### src/rtl/mcs4_pkg.sv
// Shared MCS-4 bus types.
//   char_t  : one 4-bit bus nibble
//   phase_t : the eight instruction-cycle phases A1..X3 (encoded 0..7)
//   PHASES  : number of phases per instruction cycle
package mcs4;

  typedef logic [3:0] char_t;

  localparam int PHASES = 8;

  typedef enum logic [2:0] {
    A1 = 3'd0,
    A2 = 3'd1,
    A3 = 3'd2,
    M1 = 3'd3,
    M2 = 3'd4,
    X1 = 3'd5,
    X2 = 3'd6,
    X3 = 3'd7
  } phase_t;

  function automatic phase_t next_phase(input phase_t p);
    return phase_t'(p + 3'd1);
  endfunction

endpackage

### src/rtl/mcs4_phase_tracker.sv
// Tracks the 8-phase MCS-4 instruction cycle from sync and clken_2.
// Ports:
//   clk, rst_n        : clock, asynchronous active-low reset
//   clken_2           : one pulse per bus phase (a "step")
//   sync              : CPU cycle marker, expected on the X3 step
//   clr_err           : clears the sticky sync_err flag
//   phase, locked     : current phase and lock status (registered)
//   sync_err          : sticky, set on a misplaced or missing sync
//   step              : this clk is a step
//   cap_en            : this step is captured (step while locked)
//   cyc_done          : X3 step with sync while locked (cycle boundary)
//   cyc_full          : every phase A1..X3 of the ending cycle was seen locked
module mcs4_phase_tracker
  import mcs4::*;
(
  input  logic   clk,
  input  logic   rst_n,
  input  logic   clken_2,
  input  logic   sync,
  input  logic   clr_err,
  output phase_t phase,
  output logic   locked,
  output logic   sync_err,
  output logic   step,
  output logic   cap_en,
  output logic   cyc_done,
  output logic   cyc_full
);

  phase_t              phase_q, phase_d;
  logic                locked_q, locked_d;
  logic                sync_err_q, sync_err_d;
  logic [PHASES-1:0]   seen_q, seen_d;
  logic [PHASES-1:0]   seen_now;
  logic                sync_bad;

  always_comb begin
    phase_d   = phase_q;
    locked_d  = locked_q;
    seen_d    = seen_q;
    sync_bad  = 1'b0;
    cyc_done  = 1'b0;
    step      = clken_2;
    cap_en    = clken_2 & locked_q;
    // Phases visited since lock, including the one being stepped now.
    seen_now  = seen_q | (PHASES'(1) << phase_q);
    cyc_full  = &seen_now;

    if (clken_2) begin
      if (!locked_q) begin
        if (sync) begin
          phase_d  = A1;
          locked_d = 1'b1;
          seen_d   = '0;
        end
      end else if (phase_q == X3) begin
        phase_d = A1;
        seen_d  = '0;
        if (sync) begin
          cyc_done = 1'b1;
        end else begin
          sync_bad = 1'b1;
          locked_d = 1'b0;
        end
      end else if (sync) begin
        // Early sync: realign to A1 but keep lock.
        sync_bad = 1'b1;
        phase_d  = A1;
        seen_d   = '0;
      end else begin
        phase_d = next_phase(phase_q);
        seen_d  = seen_now;
      end
    end

    // A new sync error wins over a simultaneous clear.
    sync_err_d = sync_bad ? 1'b1 : (clr_err ? 1'b0 : sync_err_q);
  end

  always_ff @(posedge clk or negedge rst_n) begin
    if (!rst_n) begin
      phase_q    <= A1;
      locked_q   <= 1'b0;
      sync_err_q <= 1'b0;
      seen_q     <= '0;
    end else begin
      phase_q    <= phase_d;
      locked_q   <= locked_d;
      sync_err_q <= sync_err_d;
      seen_q     <= seen_d;
    end
  end

  assign phase    = phase_q;
  assign locked   = locked_q;
  assign sync_err = sync_err_q;

endmodule

### src/rtl/mcs4_bus_hub.sv
// MCS-4 system data-bus hub: ORs N_DRV 4-bit drivers onto the shared bus,
// tracks the instruction cycle, captures address/OPR/OPA/command lines per
// cycle and flags driver contention and sync loss.
// Ports:
//   clk, rst_n         : clock, asynchronous active-low reset
//   clken_1            : phase-1 enable (not used internally)
//   clken_2            : phase-2 enable, one pulse per bus phase
//   sync               : CPU cycle marker
//   drv_in             : packed drivers, driver i at [4i+3:4i]
//   cm_rom, cm_ram     : ROM / RAM-bank command lines
//   clr_err            : clears contention, cont_mask, sync_err, cont_count
//   d_bus              : combinational OR of all drivers
//   phase, locked      : cycle tracker state
//   cyc_valid          : one-clk pulse, cyc_* fields hold a completed cycle
//   cyc_addr/opr/opa   : captured address and instruction nibbles
//   cyc_cm             : {cm_rom, cm_ram} sampled at the M2 step
//   contention         : sticky, more than one driver nonzero on a step
//   cont_mask          : nonzero drivers at the first contention
//   sync_err           : sticky sync loss flag
//   cyc_count          : completed cycles (wrapping)
//   cont_count         : contention steps (saturating)
module mcs4_bus_hub
  import mcs4::*;
#(
  parameter int N_DRV = 3,
  parameter int CNT_W = 16
) (
  input  logic               clk,
  input  logic               rst_n,
  input  logic               clken_1,
  input  logic               clken_2,
  input  logic               sync,
  input  logic [4*N_DRV-1:0] drv_in,
  input  logic               cm_rom,
  input  logic [3:0]         cm_ram,
  input  logic               clr_err,
  output logic [3:0]         d_bus,
  output logic [2:0]         phase,
  output logic               locked,
  output logic               cyc_valid,
  output logic [11:0]        cyc_addr,
  output logic [3:0]         cyc_opr,
  output logic [3:0]         cyc_opa,
  output logic [4:0]         cyc_cm,
  output logic               contention,
  output logic [N_DRV-1:0]   cont_mask,
  output logic               sync_err,
  output logic [CNT_W-1:0]   cyc_count,
  output logic [CNT_W-1:0]   cont_count
);

  logic unused_clken_1;
  assign unused_clken_1 = clken_1;

  phase_t trk_phase;
  logic   step, cap_en, cyc_done, cyc_full, complete;

  mcs4_phase_tracker u_tracker (
    .clk      (clk),
    .rst_n    (rst_n),
    .clken_2  (clken_2),
    .sync     (sync),
    .clr_err  (clr_err),
    .phase    (trk_phase),
    .locked   (locked),
    .sync_err (sync_err),
    .step     (step),
    .cap_en   (cap_en),
    .cyc_done (cyc_done),
    .cyc_full (cyc_full)
  );

  assign phase    = trk_phase;
  assign complete = cyc_done & cyc_full;

  char_t            bus;
  logic [N_DRV-1:0] nz_mask;
  logic             multi_drv;

  always_comb begin
    bus     = '0;
    nz_mask = '0;
    for (int i = 0; i < N_DRV; i++) begin
      bus        = bus | drv_in[4*i +: 4];
      nz_mask[i] = |drv_in[4*i +: 4];
    end
  end

  // Clearing the lowest set bit leaves something only if two or more are set.
  assign multi_drv = |(nz_mask & (nz_mask - N_DRV'(1)));
  assign d_bus     = bus;

  logic [11:0]      addr_q, addr_d;
  char_t            opr_q, opr_d;
  char_t            opa_q, opa_d;
  logic [4:0]       cm_q, cm_d;
  logic             cyc_valid_q, cyc_valid_d;
  logic [11:0]      cyc_addr_q, cyc_addr_d;
  char_t            cyc_opr_q, cyc_opr_d;
  char_t            cyc_opa_q, cyc_opa_d;
  logic [4:0]       cyc_cm_q, cyc_cm_d;
  logic [CNT_W-1:0] cyc_count_q, cyc_count_d;
  logic             contention_q, contention_d;
  logic [N_DRV-1:0] cont_mask_q, cont_mask_d;
  logic [CNT_W-1:0] cont_count_q, cont_count_d;

  always_comb begin
    addr_d = addr_q;
    opr_d  = opr_q;
    opa_d  = opa_q;
    cm_d   = cm_q;
    if (cap_en) begin
      case (trk_phase)
        A1: addr_d[3:0]  = bus;
        A2: addr_d[7:4]  = bus;
        A3: addr_d[11:8] = bus;
        M1: opr_d        = bus;
        M2: begin
          opa_d = bus;
          cm_d  = {cm_rom, cm_ram};
        end
        default: ;
      endcase
    end

    cyc_valid_d = complete;
    cyc_addr_d  = complete ? addr_q : cyc_addr_q;
    cyc_opr_d   = complete ? opr_q  : cyc_opr_q;
    cyc_opa_d   = complete ? opa_q  : cyc_opa_q;
    cyc_cm_d    = complete ? cm_q   : cyc_cm_q;
    cyc_count_d = cyc_count_q + CNT_W'(complete);

    // Clear first so that a contention in the same clk takes effect on top.
    contention_d = clr_err ? 1'b0 : contention_q;
    cont_mask_d  = clr_err ? '0   : cont_mask_q;
    cont_count_d = clr_err ? '0   : cont_count_q;
    if (step && multi_drv) begin
      if (cont_count_d != {CNT_W{1'b1}}) begin
        cont_count_d = cont_count_d + CNT_W'(1);
      end
      if (!contention_d) begin
        contention_d = 1'b1;
        cont_mask_d  = nz_mask;
      end
    end
  end

  always_ff @(posedge clk or negedge rst_n) begin
    if (!rst_n) begin
      addr_q       <= '0;
      opr_q        <= '0;
      opa_q        <= '0;
      cm_q         <= '0;
      cyc_valid_q  <= 1'b0;
      cyc_addr_q   <= '0;
      cyc_opr_q    <= '0;
      cyc_opa_q    <= '0;
      cyc_cm_q     <= '0;
      cyc_count_q  <= '0;
      contention_q <= 1'b0;
      cont_mask_q  <= '0;
      cont_count_q <= '0;
    end else begin
      addr_q       <= addr_d;
      opr_q        <= opr_d;
      opa_q        <= opa_d;
      cm_q         <= cm_d;
      cyc_valid_q  <= cyc_valid_d;
      cyc_addr_q   <= cyc_addr_d;
      cyc_opr_q    <= cyc_opr_d;
      cyc_opa_q    <= cyc_opa_d;
      cyc_cm_q     <= cyc_cm_d;
      cyc_count_q  <= cyc_count_d;
      contention_q <= contention_d;
      cont_mask_q  <= cont_mask_d;
      cont_count_q <= cont_count_d;
    end
  end

  assign cyc_valid  = cyc_valid_q;
  assign cyc_addr   = cyc_addr_q;
  assign cyc_opr    = cyc_opr_q;
  assign cyc_opa    = cyc_opa_q;
  assign cyc_cm     = cyc_cm_q;
  assign cyc_count  = cyc_count_q;
  assign contention = contention_q;
  assign cont_mask  = cont_mask_q;
  assign cont_count = cont_count_q;

endmodule
### config.mk
export PLATFORM = sky130hd
export DESIGN_NAME = mcs4_bus_hub
export DESIGN_NICKNAME = d
export VERILOG_FILES = /design/src/rtl/mcs4_pkg.sv /design/src/rtl/mcs4_phase_tracker.sv /design/src/rtl/mcs4_bus_hub.sv
export SDC_FILE = /design/constraint.sdc
export NUM_CORES = 1
export LEC_CHECK = 0
export ABC_AREA = 1
export CAP_MARGIN = 30
export CORE_UTILIZATION = 40
export CTS_BUF_LIST = sky130_fd_sc_hd__clkbuf_4 sky130_fd_sc_hd__clkbuf_8
export CTS_CLUSTER_DIAMETER = 150
export DETAILED_ROUTE_END_ITERATION = 10
export PLACE_DENSITY = 0.78
export SLEW_MARGIN = 5
export SYNTH_ARGS = -nofsm -noshare
export SYNTH_HDL_FRONTEND = slang
export SYNTH_HIERARCHICAL = 1
export SYNTH_SLANG_ARGS = --single-unit
### constraint.sdc
create_clock -name clk -period 2.8 [get_ports clk]
set_input_delay 0.56 -clock clk [delete_from_list [all_inputs] [get_ports clk]]
set_output_delay 0.56 -clock clk [all_outputs]
set_load 0.02 [all_outputs]
# Yosys cells after proc, flatten, opt, wreduce, memory -nomap -nowiden
# Cells that the tools add are included.
# word_totals
ff_bits,100
latch_bits,0
ramBits,0
rom_bits,0
in_bits,23
out_inout_bits,71
wordCells,79
n_memories,0
# op_classes
addsub,4
mul,0
n_div,0
magnitude_cmp,0
eq_ne,6
shift,1
mux,28
n_bitwise,6
reduce_logical,15
# ops
operator,n
16-bit 2-to-1 mux,3
8-bit 2-to-1 mux,4
3-bit 2-to-1 mux,7
16-bit by 1-bit adder with 16-bit output,1
"16-bit by 1-bit adder with 16-bit output, second input constant",1
"16-bit != test, second input constant",1
1-bit 2-to-1 mux,14
2-bit AND reduction,6
4-bit OR reduction,3
4-bit OR,2
8-bit OR,1
8-bit AND reduction,1
"1-bit by 3-bit << shifter with 8-bit output, first input constant",1
"3-bit by 2-bit equality test with 1-bit output, second input constant",2
"3-bit equality test, second input constant",2
2-bit nonzero test,2
"3-bit by 1-bit adder with 3-bit output, second input constant",1
3-bit bitwise AND,1
"3-bit by 1-bit equality test with 1-bit output, second input constant",1
3-bit logical NOT,1
3-bit OR reduction,1
"3-bit by 1-bit subtractor with 3-bit output, second input constant",1
1-bit bitwise AND,2
1-bit logical AND,1

# Depth between registers and ports, before layout
# logic_depth
depth_word,6
ltp_mapped,19
depth_no_buf,19

# Hierarchy
# The synthesis kept the hierarchy.
# modules_own_cells
module,instances,cells_each,area_per_inst_um2,seq_area_each_um2
mcs4_bus_hub,1,489,4063.9,2177.1
mcs4_phase_tracker,1,91,798.3,325.3

# Worst setup path after synthesis
# Ideal clock, no wire load.
# synth_timing
path_kind,register to register
startpoint,"reg u_tracker.phase_q[0], in the netlist u_tracker/phase[0]"
endpoint,"reg cyc_count_q[14], in the netlist cyc_count[14]"
setup_time_ns,0.080
arrival_time_ns,2.806
t_required_ns,2.720
slack_ns,-0.085
stages_incl_launch_ff,20
n_path_buf,0
synth_period_minus_slack_ns,2.885
path_cell_list,dfrtp_1 -> ha_1 -> ha_1 -> inv_1 -> nand2_1 -> nand2_1 -> nor2_1 -> nand2_1 -> nor2_1 -> nand2_1 -> inv_1 -> ha_1 -> ha_1 -> nand2_1 -> nor2_1 -> nand3_1 -> nor2_1 -> nand2_1 -> nor2_1 -> xor2_1
# synth_via
word_cells_on_any_way,9
classes_between,add/sub (1); eq/ne (1); shift (1); mux (3); bitwise (2); reduce/logical (1)
# synth_rtl
item,line_no,rtl
from (decl),mcs4_phase_tracker.sv:30,"phase_t phase_q, phase_d;"
from (signal assigned),mcs4_phase_tracker.sv:87,phase_q <= phase_d;
1-bit by 3-bit << shifter with 8-bit output,mcs4_phase_tracker.sv:46,seen_now = seen_q | (PHASES'(1) << phase_q);
8-bit OR,mcs4_phase_tracker.sv:46,
8-bit AND reduction,mcs4_phase_tracker.sv:47,cyc_full = &seen_now;
via cyc_full,mcs4_bus_hub.sv:56,"logic step, cap_en, cyc_done, cyc_full, complete;"
1-bit bitwise AND,mcs4_bus_hub.sv:74,assign complete = cyc_done & cyc_full;
via complete,mcs4_bus_hub.sv:56,
16-bit by 1-bit adder with 16-bit output,mcs4_bus_hub.sv:131,cyc_count_d = cyc_count_q + CNT_W'(complete);
via cyc_count_d[14],mcs4_bus_hub.sv:102,"logic [CNT_W-1:0] cyc_count_q, cyc_count_d;"
to (signal assigned),mcs4_bus_hub.sv:173,cyc_count_q <= cyc_count_d;
to (decl),mcs4_bus_hub.sv:102,
# The timed path passes the listed nets, and every way through them passes these cells.
# A chain may end at the register's enable or synchronous reset.

# Worst setup path after layout
# layout_timing
startpoint,"reg u_tracker.phase_q[0], in the netlist u_tracker/phase[0]"
endpoint,"reg cyc_count_q[10], in the netlist cyc_count[10]"
# Same word-level chain as after synthesis.

==> summary.md <==
| Metric | Value |
|---|---|
| Nets@finish | `727` |
| H-tree depth | `3` |
| Pin count of the biggest net entering global routing | `67` |
| Ys Warns | `6` |
| #FFs+latches synth | `100` |
| Fin crit share | `0.918` |
| Ports | `94` |
| Clock Tree Buf Depth | `2` |
| CTS buffer count | `9` |
| Port-buffer cells | `a little over 90` |
| Synthesized area | `4860 µm²` |
| Global-route wire length before repair | `18600 µm` |
| Syn Area/Cell | `between 8 and 9 µm²` |
| Relative slew slack | `0.570` |
| Clock skew | `around 0.016 ns` |
| Leak pwr | `slightly below 3 nW` |
| CTS tree | `yes` |
| Failing checks | `design-rule violations` |
| Clock sink total | `100` |
| Die Ht | `between 100 and 150 µm` |
| Gp weighted congestion | `0.892` |
| Starting Density | `0.419` |
| DRT Wirelength | `11200 µm` |
| Fin Setup TNS | `0 ns` |
| Crit end category | `flop` |
| Initial antenna violation count | `0` |
| Max VDD drop | `between 0.0002 and 0.00025 V` |
| Root Buffer | `clkbuf_8` |
| Worst r2r path cells | `19` |
| Clk slew on worst S/H paths | `0.11 ns` |
| Post-Syn Nets | `a little over 600` |
| MaxCap Viol Count | `0` |
| CP max FO | `4` |
| Share of layout cells above drive strength 1 | `0.133` |
| Most common cell after layout, fill and taps aside | `nand2_1` |
| Crit Path Class | `reg -> reg` |
| Most frequent cells in the layout | `nand2_1 (184), dfrtp_1 (98), clkdlybuf4s50_1 (91)` |
| Final setup vio count | `0` |
| Vias/cell | `4.93` |
| # DRC | `7` |
| Post-synthesis cell type count | `33` |
| Vias in the first global route | `a little under 4000` |
| Outcome | `finished, violations left` |
| Horiz. Die Dim | `approximately 110 µm` |
| Fillers | `approximately 1100` |
| Maximum clock frequency | `between 300 and 400 MHz` |
| CP arrival | `between 2 and 3 ns` |
| Register area share after synthesis | `0.515` |
| Required @ worst endpoint | `roughly 3 ns` |
| Startpoint Class | `flop` |
| Clock latency on the worst-skew pair | `0.37 ns` |
| Slew Viols, Final | `0` |
| Drt initial violations | `231` |
| Post-DP HPWL | `8240 µm` |
| # rows | `39` |
| P&R area growth vs syn | `30.5%` |
| Gr usage total | `0.186` |
| WL/cell | `around 13 µm` |
| # diodes | `0` |
| Worst hold path class | `in -> async` |
| Actual slew at the worst max-slew pin | `0.641 ns` |
| Gr ovfl total | `0` |
| Drt pass-1 iters | `10` |
| Core Box Area | `about 12000 µm²` |
| Total Power | `3.08 mW` |
| Vias | `4152` |
| Tmin final | `around 2.6 ns` |
| Mapped Cells | `580` |
| Final hold violation count | `0` |
| Post-route ant nets | `0` |
| Cell Pwr Density | `a little under 500 nW/µm²` |
| Die area | `between 10000 and 15000 µm²` |
[through the flow]
| step | area [µm²] | setup slack (ns) | std cells | hold slack [ns] | utilization |
|---|---|---|---|---|---|
| 6_report | 6340 | 0.229 | 842 | 0.130 | 0.546 |
| 5_1_grt | 6340 | -0.0465 | 842 | 0.162 | 0.546 |
| 4_1_cts | 6270 | 0.0451 | 840 | 0.133 | 0.540 |
| 3_5_place_dp | 6060 | -0.0259 | 824 | 0.472 | 0.522 |
| 3_3_place_gp | 6060 | 0.0376 | 824 | 0.454 | 0.522 |
| 2_1_floorplan | 4860 | 0.0380 | 580 | 0.264 | - |
[Yosys cell counts]
| cell type | instances | area, µm² |
|---|---|---|
| nor3_2 | 1 | 10.0 |
| nor2_2 | 8 | 50.1 |
| nor2_4 | 4 | 45.0 |
| o22ai_1 | 1 | 6.26 |
| nor2_1 | 41 | 154 |
| ha_1 | 10 | 125 |
| a21boi_2 | 7 | 78.8 |
| a21oi_1 | 2 | 10.0 |
| nand4_1 | 11 | 68.8 |
| dfrtp_1 | 100 | 2500 |
| o21ai_1 | 2 | 10.0 |
| o21ai_0 | 54 | 270 |
| inv_2 | 1 | 3.75 |
| o21a_1 | 1 | 7.51 |
| buf_6 | 2 | 22.5 |
| buf_2 | 1 | 5.00 |
| a21oi_2 | 1 | 8.76 |
| nand2_2 | 12 | 75.1 |
| nand2_4 | 1 | 11.3 |
| inv_4 | 2 | 12.5 |
| o21ai_2 | 1 | 8.76 |
| clkbuf_1 | 6 | 22.5 |
| buf_4 | 1 | 7.51 |
| nor3_1 | 7 | 35.0 |
| nand3_2 | 2 | 20.0 |
| nor3_4 | 1 | 16.3 |
| nand3_1 | 26 | 130 |
| xor2_1 | 12 | 105 |
| inv_1 | 68 | 255 |
| nand2_1 | 185 | 694 |
| nand2_8 | 1 | 20.0 |
| xnor2_1 | 7 | 61.3 |
| clkinv_4 | 1 | 8.76 |
[critical path, cell delays in order (launching register included)]
cell and delay, ns:
dfrtp_2 0.43, ha_4 0.16, ha_2 0.17, inv_1 0.04, nand2_1 0.06, nand2_1 0.06, nor2_1 0.08, nand2_1 0.05
nor2_1 0.07, nand2_1 0.10, inv_2 0.10, ha_4 0.14, ha_4 0.13, nand2_1 0.06, nor2_2 0.16, nand3_2 0.13
nor2_4 0.15, buf_4 0.11, nand4_1 0.09, xnor2_1 0.14
[area by class of cell]
class	count	area [µm²]	area share
multi-input combinational	398	2080	0.328
tap	143	179	0.0282
inverter	72	280	0.0442
timing repair buffer	113	1090	0.172
clock inverter	7	86.3	0.0136
sequential	100	2500	0.395
clock buffer	9	124	0.0195
[report_power, final]
part | leakage [nW] | total [mW] | switching, mW | internal (mW)
registers | 1.30 | 1.70 | 0.0748 | 1.62
logic | 1.55 | 0.442 | 0.267 | 0.175
clock network | 0.105 | 0.938 | 0.578 | 0.360
total | 2.95 | 3.08 | 0.920 | 2.16
[layer usage]
metal  vias to the layer above  track usage  wire length [µm]
li1                       2050            -                 -
met1                      1994        0.246              4960
met2                        92        0.305              5520
met3                        16       0.0254               471
met4                         0       0.0853               233
met5                         -            0                 0
[final timing paths]
check / from / endpoint / slack [ns]
max in group asynchronous: rst_n / cyc_count[10] / 1.95
setup reg to reg: u_tracker/phase[0] / cyc_count[10] / 0.23
hold reg to reg: cyc_count[15] / cyc_count[15] / 0.49
hold / removal: rst_n / cyc_addr[0] / 0.13
min in group clk: cyc_count[15] / cyc_count[15] / 0.49
setup / recovery: u_tracker/phase[0] / cyc_count[10] / 0.23
[repair_timing]
action | CTS | global route
hold buffers | 0 | 0
setup buffers | 0 | 2
gates resized for setup | 0 | 14
endpoints found under the setup margin | 0 | 8
[cells by family (layout without fill, tap and decap cells)]
family                     Yosys count  count (layout)  share of synthesized area
xor gates and xnor gates            19              19                     0.0342
DFF                                100             100                      0.515
AOI/OAI and AO/OA                   69              69                     0.0824
adders and majority gates           10              10                     0.0257
buffers and inverters               82             201                     0.0695
and+or+nand+nor                    300             300                      0.274
[sequential cells by signal, indices dropped and copies added (netlist names)]
register / cells
cont_count: 16
cyc_cm: 5
u_tracker/sync_err: 1
cont_mask: 3
contention: 1
cyc_opa: 4
opa_q: 4
u_tracker/phase: 3
addr_q: 12
cyc_valid: 1
cm_q: 5
cyc_count: 16
cyc_addr: 12
opr_q: 4
cyc_opr: 4
u_tracker/locked: 1
u_tracker/seen_q: 8
No activity file was read; power rests on OpenSTA's default activity.
